===== src/rtl/adc_rx_pkg.sv =====
// rtl/adc_rx_pkg.sv - shared state type and sizing helpers for the serial ADC receiver
package adc_rx_pkg;

  typedef enum logic [1:0] {
    IDLE  = 2'd0,
    SHIFT = 2'd1,
    FULL  = 2'd2
  } rx_state_e;

  // Counter must be able to hold the value DATA_W itself, not just DATA_W-1.
  function automatic int cnt_width(input int data_w);
    return $clog2(data_w + 1);
  endfunction

  function automatic int lane_lsb(input int lane, input int data_w);
    return lane * data_w;
  endfunction

endpackage


===== src/rtl/adc_sync_edge.sv =====
// rtl/adc_sync_edge.sv - multi-flop synchroniser with rise/fall detection for one ADC pin
module adc_sync_edge #(
  parameter int   STAGES  = 2,
  parameter logic RST_VAL = 1'b0
) (
  input  logic clk_i,
  input  logic rst_n_i,
  input  logic din_i,
  output logic level_o,
  output logic rise_o,
  output logic fall_o
);

  logic [STAGES-1:0] sync_q;
  logic              last_q;

  always_ff @(posedge clk_i or negedge rst_n_i) begin
    if (!rst_n_i) begin
      sync_q <= {STAGES{RST_VAL}};
      last_q <= RST_VAL;
    end else begin
      sync_q <= {sync_q[STAGES-2:0], din_i};
      last_q <= sync_q[STAGES-1];
    end
  end

  assign level_o = sync_q[STAGES-1];
  assign rise_o  = level_o & ~last_q;
  assign fall_o  = ~level_o & last_q;

endmodule


===== src/rtl/adc_serial_rx.sv =====
// rtl/adc_serial_rx.sv - serial ADC frame receiver: pin sync, edge detect, per-lane shift and word output
module adc_serial_rx
  import adc_rx_pkg::*;
#(
  parameter int DATA_W      = 8,
  parameter int NCH         = 2,
  parameter bit MSB_FIRST   = 1'b1,
  parameter bit SAMPLE_RISE = 1'b1,
  parameter int SYNC_STAGES = 2
) (
  input  logic                  clk,
  input  logic                  rst_n,
  input  logic                  ad_csn,
  input  logic                  ad_clk,
  input  logic [NCH-1:0]        ad_dat,
  output logic [NCH*DATA_W-1:0] data,
  output logic                  valid,
  output logic                  frame_err,
  output logic                  busy
);

  localparam int              CNT_W    = cnt_width(DATA_W);
  localparam logic [CNT_W-1:0] CNT_FULL = CNT_W'(DATA_W);

  logic csn_lvl, csn_rise, csn_fall;
  logic sck_lvl, sck_rise, sck_fall;
  logic smp_edge;

  // csn resets to "asserted" so a chip select already low at reset release is not a frame start.
  adc_sync_edge #(.STAGES(SYNC_STAGES), .RST_VAL(1'b0)) u_csn_sync (
    .clk_i  (clk),
    .rst_n_i(rst_n),
    .din_i  (ad_csn),
    .level_o(csn_lvl),
    .rise_o (csn_rise),
    .fall_o (csn_fall)
  );

  adc_sync_edge #(.STAGES(SYNC_STAGES), .RST_VAL(SAMPLE_RISE)) u_sck_sync (
    .clk_i  (clk),
    .rst_n_i(rst_n),
    .din_i  (ad_clk),
    .level_o(sck_lvl),
    .rise_o (sck_rise),
    .fall_o (sck_fall)
  );

  assign smp_edge = (sck_rise | sck_fall) && (sck_lvl == SAMPLE_RISE);

  // Same depth as the clock synchroniser so each bit lines up with its detected edge.
  logic [SYNC_STAGES-1:0][NCH-1:0] dat_sync_q;
  logic [NCH-1:0]                  dat_s;

  always_ff @(posedge clk or negedge rst_n) begin
    if (!rst_n) begin
      dat_sync_q <= '0;
    end else begin
      dat_sync_q <= {dat_sync_q[SYNC_STAGES-2:0], ad_dat};
    end
  end

  assign dat_s = dat_sync_q[SYNC_STAGES-1];

  rx_state_e                     state_q;
  logic [CNT_W-1:0]              cnt_q;
  logic [NCH-1:0][DATA_W-1:0]    shift_q;
  logic [NCH-1:0][DATA_W-1:0]    data_q;
  logic                          valid_q;
  logic                          err_q;

  always_ff @(posedge clk or negedge rst_n) begin
    if (!rst_n) begin
      state_q <= IDLE;
      cnt_q   <= '0;
      shift_q <= '0;
      data_q  <= '0;
      valid_q <= 1'b0;
      err_q   <= 1'b0;
    end else begin
      valid_q <= 1'b0;
      err_q   <= 1'b0;
      case (state_q)
        IDLE: begin
          if (csn_fall) begin
            shift_q <= '0;
            cnt_q   <= '0;
            state_q <= SHIFT;
          end
        end
        SHIFT: begin
          if (cnt_q == CNT_FULL) begin
            data_q  <= shift_q;
            valid_q <= 1'b1;
            state_q <= csn_rise ? IDLE : FULL;
          end else if (csn_rise) begin
            err_q   <= 1'b1;
            state_q <= IDLE;
          end else if (smp_edge && !csn_lvl) begin
            for (int i = 0; i < NCH; i++) begin
              if (MSB_FIRST) begin
                shift_q[i] <= {shift_q[i][DATA_W-2:0], dat_s[i]};
              end else begin
                shift_q[i] <= {dat_s[i], shift_q[i][DATA_W-1:1]};
              end
            end
            cnt_q <= cnt_q + CNT_W'(1);
          end
        end
        FULL: begin
          if (csn_rise) begin
            state_q <= IDLE;
          end
        end
        default: state_q <= IDLE;
      endcase
    end
  end

  for (genvar i = 0; i < NCH; i++) begin : g_lane
    assign data[lane_lsb(i, DATA_W) +: DATA_W] = data_q[i];
  end

  assign valid     = valid_q;
  assign frame_err = err_q;
  assign busy      = (state_q != IDLE);

endmodule

===== config.mk =====
export PLATFORM = sky130hd
export DESIGN_NAME = adc_serial_rx
export DESIGN_NICKNAME = d
export VERILOG_FILES = /design/src/rtl/adc_rx_pkg.sv /design/src/rtl/adc_sync_edge.sv /design/src/rtl/adc_serial_rx.sv
export SDC_FILE = /design/constraint.sdc
export NUM_CORES = 1
export LEC_CHECK = 0
export CORE_MARGIN = 1.5
export CORE_UTILIZATION = 53
export CTS_CLUSTER_DIAMETER = 30
export DETAILED_ROUTE_END_ITERATION = 8
export HOLD_SLACK_MARGIN = 0.12
export PLACE_DENSITY = 0.77
export SLEW_MARGIN = 20
export SYNTH_ARGS = -nofsm -noshare
export SYNTH_HDL_FRONTEND = slang
export SYNTH_SLANG_ARGS = --single-unit
export TNS_END_PERCENT = 100

===== constraint.sdc =====
create_clock -name clk -period 2.2 [get_ports clk]
set_input_delay 0.22 -clock clk [delete_from_list [all_inputs] [get_ports clk]]
set_output_delay 0.22 -clock clk [all_outputs]
set_load 0.1 [all_outputs]

# After elaboration in Yosys (flattened, before gate mapping)
# Index checks and enable logic that the tools add are counted.
# W data, S select, Z words.
dict set report totals {
  reg_bits 50
  input_bits 6
  output_inout_bits 19
  elab_cells 59
}
dict set report op_classes {
  n_addsub 1
  eq_ne 7
  mux 20
  bitwise 9
  reduce_logical 8
}
# op n
set op_table {}
lappend op_table {{$mux W16} 4}
lappend op_table {{$pmux W16 S2} 1}
lappend op_table {{$mux W4} 4}
lappend op_table {{$mux W2} 4}
lappend op_table {{$ne A2 B2 Y1 const B} 4}
lappend op_table {{$pmux W4 S2} 1}
lappend op_table {{$pmux W2 S3} 1}
lappend op_table {{$mux W1} 5}
lappend op_table {{$reduce_and A5 Y1} 1}
lappend op_table {{$add A4 B1 Y4 const B} 1}
lappend op_table {{$and A1 B1 Y1} 4}
lappend op_table {{$eq A4 B4 Y1 const B} 1}
lappend op_table {{$not A1 Y1} 4}
lappend op_table {{$reduce_bool A2 Y1} 2}
lappend op_table {{$eq A2 B1 Y1 const B} 1}
lappend op_table {{$eq A2 B2 Y1 const B} 1}
lappend op_table {{$logic_and A1 B1 Y1} 2}
lappend op_table {{$logic_not A2 Y1} 1}
lappend op_table {{$reduce_and A2 Y1} 1}
lappend op_table {{$logic_not A1 Y1} 1}
lappend op_table {{$or A1 B1 Y1} 1}

# Depth between registers and ports, before layout
dict set report depth {
  ltp_word 9
  mapped_depth 7
  depth_no_buf 6
}

# Hierarchy
# Synthesis repeated with hierarchy kept, for this count alone.
dict set report unflattened {
  hier_cells 161
  hier_area_um2 1973.1
}
# mod instances cells_each area_each_um2 seq_area_each_um2
set by_module_without_submodules {}
lappend by_module_without_submodules {adc_serial_rx 1 151 1789.2 1101.1}
lappend by_module_without_submodules {{adc_sync_edge at u_sck_sync} 1 5 93.8 78.8}
lappend by_module_without_submodules {{adc_sync_edge at u_csn_sync} 1 5 90.1 75.1}

# Least setup slack after synthesis
# No wires, ideal clock.
dict set report synth_path {
  path_kind {register to register}
  from {reg cnt_q[0]}
  to {reg data_q, in the netlist data[15]}
  setup_time_ps 128
  t_arrival_ps 1548
  t_required_ps 2072
  setup_slack_ps 524
  path_stages_with_launch 7
  path_buffers 1
  period_less_slack_ps 1676
  cell_sequence {dfrtp_1 -> inv_1 -> ha_1 -> nand2_1 -> nor3_4 -> buf_6 -> mux2_1}
}
dict set report synth_between {
  elab_chain_len 2
}
# element line_no
set synth_rtl {}
lappend synth_rtl {{start, declared} adc_serial_rx.sv:65} ;# logic [CNT_W-1:0] cnt_q;
lappend synth_rtl {{start signal, assigned} adc_serial_rx.sv:106} ;# cnt_q <= cnt_q + CNT_W'(1);
lappend synth_rtl {{$eq A4 B4 Y1} adc_serial_rx.sv:91} ;# if (cnt_q == CNT_FULL) begin
lappend synth_rtl {{$reduce_and A2 Y1 (no line)} --}
lappend synth_rtl {{end signal, assigned} adc_serial_rx.sv:92} ;# data_q <= shift_q;
lappend synth_rtl {{end, declared} adc_serial_rx.sv:67} ;# logic [NCH-1:0][DATA_W-1:0] data_q;
# Every way passes these cells.
# A chain may end at the register's enable or synchronous reset.

# Worst setup path after layout
dict set report layout_path {
  from {reg cnt_q[0]}
  to {reg data_q, in the netlist data[5]}
}
# Same word-level chain as after synthesis.

==> results.sh <==
export IMPL_outcome="finished, final reports clean"
export IMPL_cap_violations=0
export IMPL_gp_congestion=0.897
export IMPL_rsz0062_at_grt="no"
export IMPL_ys_ff_latch=50
export IMPL_cts_root_buf="clkbuf_4"
export IMPL_endpoint_kind="flip-flop"
export IMPL_cp_startpoint="cnt_q[0]"
export IMPL_clkPwrFrac_pct=31.5
export IMPL_dr_pass1_iters=4
export IMPL_rows=21
export IMPL_ir_worst_vdd_v=0.000647
export IMPL_final_common_cell="dfrtp_1"
export IMPL_start_kind="flip-flop"
export IMPL_max_freq_mhz=609
export IMPL_syn_inst=158
export IMPL_wl_per_cell_um=12.9
export IMPL_drive_above_1_share_pct=27.2
export IMPL_max_slew_margin_pct=74.4
export IMPL_finalCriticalPeriod_ns=1.64
export IMPL_cts_resized=0
export IMPL_dp_worst_setup_slack_ns=0.582
export IMPL_antenna_found_initial=0
export IMPL_hold_path_startpoint="ad_clk"
export IMPL_finish_utilization_pct=67.1
export IMPL_grt_pass1_vias=1213
export IMPL_setup_ws_ns=0.558
export IMPL_seqPwrFrac_pct=58.5
export IMPL_wirelength_um=3050
export IMPL_cts_buffer_depth=2
export IMPL_setup_violations=0
export IMPL_nets=198
export IMPL_ys_seq_area_share_pct=64.5
export IMPL_arrival_ns=1.89
export IMPL_synth_area_per_cell_sq_um=12.3
export IMPL_drtIter0Drc=58
export IMPL_crit_required_ns=2.44
export IMPL_p_int_w=0.00131
export IMPL_nFillCells=278
export IMPL_cts_tree="done"
export IMPL_die_x_um=63.6
export IMPL_grt_overflow=0
export IMPL_dieArea_sq_um=4040
export IMPL_cts_inserted_buffers=5
export IMPL_finalHoldViolations=0
export IMPL_combPwrFrac_pct=10.1
export IMPL_grt_total_usage_pct=17.4
export IMPL_vias=1249
export IMPL_tightest_slew_ns=0.383
export IMPL_io_buffers=24
export IMPL_synth_nets=166
export IMPL_htreeDepth=2
export IMPL_min_path_type="input pin to flip-flop"
export IMPL_clkSlewWorstSetupHoldPaths_ns=0.13
export IMPL_grt_pass1_wl_um=5410
export IMPL_final_cells=237
export IMPL_n_antenna_cell=0
export IMPL_cts_setup_buffers=0
export IMPL_clock_sinks=50
export IMPL_switching_share_pct=25.2
export IMPL_finalSetupTns_ns=0
export IMPL_hold_buffers=1
export IMPL_worstPathMaxFanout=10
export IMPL_p_per_area_nw_per_um2=765
export IMPL_skew_ns=0.0221
export IMPL_p_leak_nw=1.14
export IMPL_synth_flop_cell="dfrtp_1"
export IMPL_path_class="flip-flop to flip-flop"
export IMPL_final_max_slew_viol_count=0
export IMPL_timing_rr_start="cnt_q[0]"
export IMPL_drc=0
export IMPL_ant_nets=0
export IMPL_ys_async_sr_fraction_pct=100
export IMPL_yosys_warnings=0
export IMPL_die_y_um=63.6
export IMPL_grt_max_degree=37
export IMPL_ios=25
export IMPL_post_dp_hpwl_um=2110
export IMPL_syn_cell_area_sq_um=1940
export IMPL_holdWs_ns=0.250
export IMPL_synth_edf_count=0
export IMPL_core_area_sq_um=3420
export IMPL_start_util_pct=56.9
export IMPL_clk_latency_ns=0.37
export IMPL_synthToLayoutAreaGrowth_pct=17.8
export IMPL_period_share_pct=74.6
export IMPL_place_inst=228
export IMPL_synth_distinct_cells=33
export IMPL_p_sw_w=0.000442
export IMPL_most_common_layout_cells="dfrtp_1, nand2_1, buf_4"
export IMPL_vias_per_cell=5.27
[metal layers]
metal / vias to the layer above / routed length [um] / GRT usage, %
li1: 601 / - / -
met3: 4 / 159 / 5.89
met5: - / 0 / 0
met4: 0 / 34 / 4.62
met2: 34 / 1530 / 29.6
met1: 610 / 1330 / 21.2
[worst paths after layout]
check	depth (start not counted)	to	slack (ns)
setup / recovery	6	data[5]	0.56
hold / removal	1	u_sck_sync.sync_q[0]	0.25
setup reg to reg	6	data[5]	0.56
hold reg to reg	0	dat_s[0]	0.37
max in group asynchronous	3	shift_q[3]	1.19
min in group asynchronous	2	cnt_q[1]	0.30
[kinds of logic (layout without fill, tap and decap cells)]
| group | count (synthesis) | after routing | synth area share (%) |
|---|---|---|---|
| compound gates | 22 | 22 | 6.76 |
| mux | 16 | 16 | 9.27 |
| simple gates | 56 | 56 | 14.5 |
| flops | 50 | 50 | 64.5 |
| fa+ha+maj | 3 | 3 | 1.87 |
| buf+inv | 11 | 44 | 3.02 |
[worst max-delay path, cell delays in order, from the launching register on]
cell and delay (ns):
dfrtp_1 0.45, inv_1 0.07, ha_1 0.16, nand2_1 0.11
nor3_4 0.19, buf_4 0.21, mux2_1 0.34
[per-stage QoR]
| step | total power (W) | cell area, sq um |
|---|---|---|
| 2_1_floorplan | 0.00116 | 1940 |
| 3_3_place_gp | 0.00121 | 2190 |
| 3_5_place_dp | 0.00122 | 2190 |
| 4_1_cts | 0.00177 | 2290 |
| 5_1_grt | 0.00185 | 2290 |
| 6_report | 0.00175 | 2290 |
[sequential cells by signal, indices dropped and copies added (netlist names)]
signal             flops
data                  16
state_q                2
u_sck_sync.sync_q      2
dat_s                  2
valid                  1
u_csn_sync.last_q      1
dat_sync_q             2
shift_q               16
u_csn_sync.sync_q      2
frame_err              1
u_sck_sync.last_q      1
cnt_q                  4
[power by group through the flow]
| stage | clock network (W) | registers [W] | logic (W) |
|---|---|---|---|
| after global routing | 0.000606 | 0.00103 | 0.000207 |
| after global placement | 0 | 0.00104 | 0.000174 |
| after CTS | 0.000568 | 0.00102 | 0.000181 |
| after floorplan | 0 | 0.00104 | 0.000112 |
| final | 0.000551 | 0.00102 | 0.000176 |
| after detailed placement | 0 | 0.00104 | 0.000177 |
[Yosys cell counts (2+ instances only)]
cell type / n / share of area [%]
a211o_1: 2 / 0.90
and3_1: 2 / 0.64
buf_4: 2 / 0.77
dfrtp_1: 47 / 60
dfstp_2: 3 / 4.1
ha_1: 2 / 1.3
inv_1: 5 / 0.97
mux2_1: 8 / 4.6
mux2_2: 8 / 4.6
nand2_1: 37 / 7.1
nor2_1: 2 / 0.39
nor3_1: 3 / 0.77
nor3b_1: 2 / 0.77
o21ai_0: 14 / 3.6
o21ai_1: 3 / 0.77
[cell type report]
type	instances	area [sq um]	share of cell area, %
multi-input cells	97	631	27.5
clock inverters	2	38.8	1.69
clock buffers	6	51.3	2.24
flip-flops and latches	50	1250	54.8
well taps	46	57.6	2.51
inverters	6	22.5	0.983
repair buffers	30	235	10.3
(Power assumes the default switching activity.)
